**src/rtl/consolidation_arbiter.sv**
```systemverilog
// consolidation_arbiter: round-robin funnel of 2-bit symbols from NUM_REQ sources into one
// stream, BYTES_PER_GRANT whole bytes per grant. Optional stall watchdog: `define ARB_TIMEOUT_EN.
module consolidation_arbiter #(
  parameter int NUM_REQ         = 4,
  parameter int BYTES_PER_GRANT = 1
) (
  input  logic                       clk,
  input  logic                       rst_n,
  input  logic [NUM_REQ-1:0]         req,
  input  logic [2*NUM_REQ-1:0]       src_din,
  input  logic [NUM_REQ-1:0]         src_din_en,
  output logic [NUM_REQ-1:0]         gnt,
  output logic [1:0]                 cons_din,
  output logic                       cons_din_en,
  output logic [$clog2(NUM_REQ)-1:0] cur_id,
  output logic                       byte_done,
  output logic                       timeout
);

  localparam int ID_W      = $clog2(NUM_REQ);
  localparam int SYM_TOTAL = 4 * BYTES_PER_GRANT;
  localparam int CNT_W     = $clog2(SYM_TOTAL);
  localparam logic [CNT_W-1:0] LAST_CNT = CNT_W'(SYM_TOTAL - 1);
  localparam logic [ID_W-1:0]  LAST_ID  = ID_W'(NUM_REQ - 1);

`ifdef ARB_TIMEOUT_EN
  typedef enum logic [1:0] {
    S_IDLE  = 2'd0,
    S_GRANT = 2'd1,
    S_PAD   = 2'd2
  } state_t;
`else
  typedef enum logic {
    S_IDLE  = 1'b0,
    S_GRANT = 1'b1
  } state_t;
`endif

  state_t             r_state;
  state_t             w_next_state;
  logic [NUM_REQ-1:0] r_gnt;
  logic [ID_W-1:0]    r_cur_id;
  logic [ID_W-1:0]    r_ptr;
  logic [CNT_W-1:0]   r_cnt;
  logic [1:0]         r_cons_din;
  logic               r_cons_en;
  logic               r_byte_done;

  logic [1:0]         w_sym [NUM_REQ];
  logic [ID_W-1:0]    w_idx;
  logic [ID_W-1:0]    w_sel_id;
  logic               w_sel_found;
  logic               w_start;
  logic               w_finish;
  logic               w_emit;
  logic [1:0]         w_emit_sym;
  logic               w_timeout;

`ifdef ARB_TIMEOUT_EN
  logic [3:0]         r_stall;
  logic               r_timeout;
`endif

  always_comb begin
    for (int i = 0; i < NUM_REQ; i++) begin
      w_sym[i] = src_din[2*i +: 2];
    end
  end

  // Round-robin search starting at the pointer, which sits one past the last grantee.
  always_comb begin
    w_sel_found = 1'b0;
    w_sel_id    = r_ptr;
    w_idx       = r_ptr;
    for (int i = 0; i < NUM_REQ; i++) begin
      w_idx = ID_W'((int'(r_ptr) + i) % NUM_REQ);
      if (!w_sel_found && req[w_idx]) begin
        w_sel_found = 1'b1;
        w_sel_id    = w_idx;
      end
    end
  end

  always_comb begin
    w_next_state = r_state;
    w_start      = 1'b0;
    w_finish     = 1'b0;
    w_emit       = 1'b0;
    w_emit_sym   = 2'b00;
    w_timeout    = 1'b0;
    case (r_state)
      S_IDLE: begin
        if (w_sel_found) begin
          w_start      = 1'b1;
          w_next_state = S_GRANT;
        end
      end
      S_GRANT: begin
        if (src_din_en[r_cur_id]) begin
          w_emit     = 1'b1;
          w_emit_sym = w_sym[r_cur_id];
          if (r_cnt == LAST_CNT) begin
            w_finish     = 1'b1;
            w_next_state = S_IDLE;
          end
        end
`ifdef ARB_TIMEOUT_EN
        else if (r_stall == 4'd15) begin
          w_next_state = S_PAD;
        end
`endif
      end
`ifdef ARB_TIMEOUT_EN
      // Zero symbols fill out the grant so downstream byte packing stays aligned.
      S_PAD: begin
        w_emit = 1'b1;
        if (r_cnt == LAST_CNT) begin
          w_finish     = 1'b1;
          w_timeout    = 1'b1;
          w_next_state = S_IDLE;
        end
      end
`endif
      default: w_next_state = S_IDLE;
    endcase
  end

  always_ff @(posedge clk or negedge rst_n) begin
    if (!rst_n) begin
      r_state     <= S_IDLE;
      r_gnt       <= '0;
      r_cur_id    <= '0;
      r_ptr       <= '0;
      r_cnt       <= '0;
      r_cons_din  <= 2'b00;
      r_cons_en   <= 1'b0;
      r_byte_done <= 1'b0;
    end else begin
      r_state     <= w_next_state;
      r_cons_en   <= w_emit;
      r_cons_din  <= w_emit_sym;
      r_byte_done <= w_emit && (r_cnt[1:0] == 2'b11);
      if (w_start) begin
        r_gnt    <= NUM_REQ'(1) << w_sel_id;
        r_cur_id <= w_sel_id;
        r_ptr    <= (w_sel_id == LAST_ID) ? '0 : w_sel_id + 1'b1;
        r_cnt    <= '0;
      end else if (w_finish) begin
        r_gnt <= '0;
        r_cnt <= '0;
      end else if (w_emit) begin
        r_cnt <= r_cnt + 1'b1;
      end
    end
  end

`ifdef ARB_TIMEOUT_EN
  // Counts consecutive granted cycles with no accepted symbol.
  always_ff @(posedge clk or negedge rst_n) begin
    if (!rst_n) begin
      r_stall   <= '0;
      r_timeout <= 1'b0;
    end else begin
      r_timeout <= w_timeout;
      if (w_start || w_emit || r_state != S_GRANT) begin
        r_stall <= '0;
      end else begin
        r_stall <= r_stall + 1'b1;
      end
    end
  end

  assign timeout = r_timeout;
`else
  assign timeout = w_timeout;
`endif

  assign gnt         = r_gnt;
  assign cur_id      = r_cur_id;
  assign cons_din    = r_cons_din;
  assign cons_din_en = r_cons_en;
  assign byte_done   = r_byte_done;

endmodule

```
**config.mk**
```make
export PLATFORM = sky130hd
export DESIGN_NAME = consolidation_arbiter
export DESIGN_NICKNAME = d
export VERILOG_FILES = /design/src/rtl/consolidation_arbiter.sv
export SDC_FILE = /design/constraint.sdc
export NUM_CORES = 1
export LEC_CHECK = 0
export ABC_AREA = 1
export BUFFER_PORTS_ARGS = -buffer_cell sky130_fd_sc_hd__buf_4
export CAP_MARGIN = 20
export CORE_MARGIN = 3
export CORE_UTILIZATION = 39
export CTS_BUF_LIST = sky130_fd_sc_hd__clkbuf_2 sky130_fd_sc_hd__clkbuf_4 sky130_fd_sc_hd__clkbuf_8
export CTS_CLUSTER_DIAMETER = 100
export DETAILED_ROUTE_END_ITERATION = 12
export GPL_ROUTABILITY_DRIVEN = 0
export SYNTH_ARGS = -nofsm -noshare
export SYNTH_HDL_FRONTEND = slang
export SYNTH_SLANG_ARGS = --single-unit
```
**constraint.sdc**
```tcl
create_clock -name clk -period 4.75 [get_ports clk]
set_clock_uncertainty 0.2 [all_clocks]
set_input_delay 1.425 -clock clk [delete_from_list [all_inputs] [get_ports clk]]
set_output_delay 1.425 -clock clk [all_outputs]
set_load 0.1 [all_outputs]
```
==> impl_metrics.env <==
export IMPL_drcViolationCount=0
export IMPL_floorplan_initialDensity_pct=41.6
export IMPL_postSynthRegisterBits=15
export IMPL_place_hpwl_um=1640
export IMPL_yosys_mux_area_fraction_pct=0
export IMPL_final_setup_worst_slack_ps=1860
export IMPL_postSynthAreaPerCell_um2=7.07
export IMPL_status="complete, no violations"
export IMPL_layout_worst_path_cycle_share_pct=60.8
export IMPL_cts_hold_buffers_added=0
export IMPL_register_area_share_after_synthesis_pct=36.1
export IMPL_yosys_area_top_type="sky130_fd_sc_hd__dfrtp_1"
export IMPL_global_route_overflow_total=0
export IMPL_timing_max_cap_violations=0
export IMPL_critical_path_start_end_classification="in2reg"
export IMPL_drt_pre_antenna_iters=4
export IMPL_area_growth_syn_to_layout_pct=22.6
export IMPL_synth_cell_area_um2=1040
export IMPL_numnets_final=198
export IMPL_fmax_mhz=347
export IMPL_grt_start_max_net_pins=16
export IMPL_io_pins=29
export IMPL_tns_ps=0
export IMPL_initial_antenna_violation_count=0
export IMPL_timing_critical_path_required_ps=4720
export IMPL_tritoncts="built"
export IMPL_hold_viol=0
export IMPL_vias=944
export IMPL_grt_pass1_wl_um=3530
export IMPL_share_of_post_route_cells_with_drive_strength_above_1_pct=25.3
export IMPL_post_cts_resize_count=0
export IMPL_rows=18
export IMPL_yosys_area_share_adder_pct=6.02
export IMPL_finalSetupViolations=0
export IMPL_total_cts_buffers=3
export IMPL_die_width_um=57.6
export IMPL_synth_top_area_share_pct=36.1
export IMPL_cts_setup_buffers=0
export IMPL_number_of_global_route_vias_before_repair=862
export IMPL_yosys_cell_types_count=23
export IMPL_cp_cell_sequence="buf_4 -> nand2_1 -> nand3_1 -> nand2_1 -> nand3_1 -> nand3_1 -> nand3_1 -> nand2_1 -> inv_1 -> ha_1 -> nand2_1 -> o21ai_1"
export IMPL_worst_setup_path_end_kind="register"
export IMPL_sequential_cell_area_um2=375
export IMPL_cp_buffers_inverters=2
export IMPL_cts_reportedPaths_clkPinSlew_ps=90
export IMPL_drt_iter0_markers=50
export IMPL_clock_sinks=15
export IMPL_finish_instance_area_um2=1270
export IMPL_antennaDiodeCount=0
export IMPL_clk_latency_ps=280
export IMPL_path_max_fanout=5
export IMPL_root_buffer="sky130_fd_sc_hd__clkbuf_4"
export IMPL_place_worst_setup_slack_ps=1580
export IMPL_largest_stage_delay_on_the_critical_path_ps=260
export IMPL_multi_input_area_um2=569
export IMPL_nFillCells=232
export IMPL_viasPerCell=4.63
export IMPL_synthesis_nets=170
export IMPL_ys_top_cells_by_area="sky130_fd_sc_hd__dfrtp_1 36%, sky130_fd_sc_hd__nand2_1 22%, sky130_fd_sc_hd__ha_1 6.0%"
export IMPL_yosys_warnings=0
export IMPL_antenna_violating_nets_left=0
export IMPL_synth_top_family_by_area="simple AND/OR/NAND/NOR gates"
export IMPL_post_synth_xor_area_fraction_pct=0.842
export IMPL_hold_path_class="reg2reg"
export IMPL_worst_path_max_delay_cell="sky130_fd_sc_hd__ha_1"
export IMPL_dp_cells=200
export IMPL_synth_simple_gate_area_share_pct=39.5
export IMPL_grt_util_all_layers_pct=13.3
export IMPL_grt_setup_unrepaired="no"
export IMPL_netlist_instances=147
export IMPL_floorplan_die_height_um=57.6
export IMPL_dpl_cell_area_um2=1240
export IMPL_cp_delay_by_family_top="simple AND/OR/NAND/NOR gates"
export IMPL_htree_num_levels=1
export IMPL_cp_arrival_ps=2850
export IMPL_die_area_um2=3320
export IMPL_portBuffers=27
export IMPL_max_clock_path_buffers=2
export IMPL_setup_worst_path_start_class="primary input"
export IMPL_detail_route_wirelength_um=2050
export IMPL_stdcell_count=204
export IMPL_synth_compound_area_share_pct=8.06
export IMPL_core_area_um2=2500
export IMPL_drt_wirelength_per_cell_um=10.0
export IMPL_maxSlewViolCount=0
export IMPL_fin_crit_ps=2890
-- worst min-delay path, delay by kind of cell (launching register included) --
family	cells	cell delay, ps
flip-flops	1	350
AND/OR/NAND/NOR	2	100
-- state kept, by name (all words and copies together) (netlist names) --
register     cells
cur_id           2
r_ptr            2
cons_din         2
gnt              4
cons_din_en      1
r_cnt            2
r_state          1
byte_done        1
-- layout make-up --
class / instances / area share [%]
timing repair buffer: 27 / 15.9
clock buffer: 4 / 2.36
sequential: 15 / 29.4
tap: 30 / 2.94
multi-input combinational: 112 / 44.7
inverter: 16 / 4.71
-- cells by family (layout without fill, tap and decap cells) --
| group | Yosys count | after routing |
|---|---|---|
| AND/OR/NAND/NOR | 90 | 90 |
| flip-flops | 15 | 15 |
| AO/OA/AOI/OAI | 15 | 15 |
| adder cells (fa/ha/maj) | 5 | 5 |
| buffers and inverters | 20 | 47 |
| other | 1 | 1 |
| XOR/XNOR | 1 | 1 |
-- cells in the final DEF, fill, tap and decap left out, types with 4 or more instances in the layout --
cell type	synthesis	layout
sky130_fd_sc_hd__clkbuf_4	0	4
sky130_fd_sc_hd__nand3_1	6	6
sky130_fd_sc_hd__nor2_1	11	11
sky130_fd_sc_hd__ha_1	5	5
sky130_fd_sc_hd__nor2_4	4	4
sky130_fd_sc_hd__buf_4	1	27
sky130_fd_sc_hd__dfrtp_1	15	15
sky130_fd_sc_hd__nand2_1	61	61
sky130_fd_sc_hd__inv_1	14	14
sky130_fd_sc_hd__o21ai_0	6	6
-- path summary, 6_finish.rpt --
path	from	end	slack [ps]	depth (start not counted)
worst min-delay path	gnt[3]	gnt[3]	280	2
worst min register to register	gnt[3]	gnt[3]	280	2
worst max-delay path	req[3]	r_ptr[1]	1860	12
min in group asynchronous	rst_n	cur_id[0]	780	1
max in group asynchronous	rst_n	byte_done	3400	1
worst max register to register	r_ptr[0]	r_ptr[1]	2370	12
-- synth_stat cells --
library cell,n
sky130_fd_sc_hd__nand2_1,61
sky130_fd_sc_hd__dfrtp_1,15
sky130_fd_sc_hd__inv_1,14
sky130_fd_sc_hd__nor2_1,11
sky130_fd_sc_hd__nand3_1,6
sky130_fd_sc_hd__o21ai_0,6
sky130_fd_sc_hd__ha_1,5
sky130_fd_sc_hd__nor2_4,4
sky130_fd_sc_hd__a21oi_1,3
sky130_fd_sc_hd__nand2_2,3
sky130_fd_sc_hd__o21ai_1,3
sky130_fd_sc_hd__buf_6,2
sky130_fd_sc_hd__inv_2,2
sky130_fd_sc_hd__nand4_1,2
sky130_fd_sc_hd__o21ai_2,2
sky130_fd_sc_hd__and2_1,1
sky130_fd_sc_hd__buf_2,1
sky130_fd_sc_hd__buf_4,1
sky130_fd_sc_hd__conb_1,1
sky130_fd_sc_hd__nand3_2,1
sky130_fd_sc_hd__nand3_4,1
sky130_fd_sc_hd__o22ai_1,1
sky130_fd_sc_hd__xnor2_1,1
-- through the flow --
stage,hold slack (ps),util (%)
2_1_floorplan,328,-
3_3_place_gp,263,49.8
3_5_place_dp,260,49.8
4_1_cts,281,51.0
5_1_grt,314,51.0
6_report,281,51.0
-- metal layers --
layer / wire length (um) / global-route usage (%) / vias to the layer above
li1: - / - / 510
met1: 953 / 17.7 / 400
met2: 894 / 21.0 / 32
met3: 183 / 4.90 / 2
met4: 15 / 2.65 / 0
met5: 0 / 0 / -
Power is left out: the tool's default activity adds up to more than one toggle a clock period on the data nets, which glitch-free logic cannot reach.
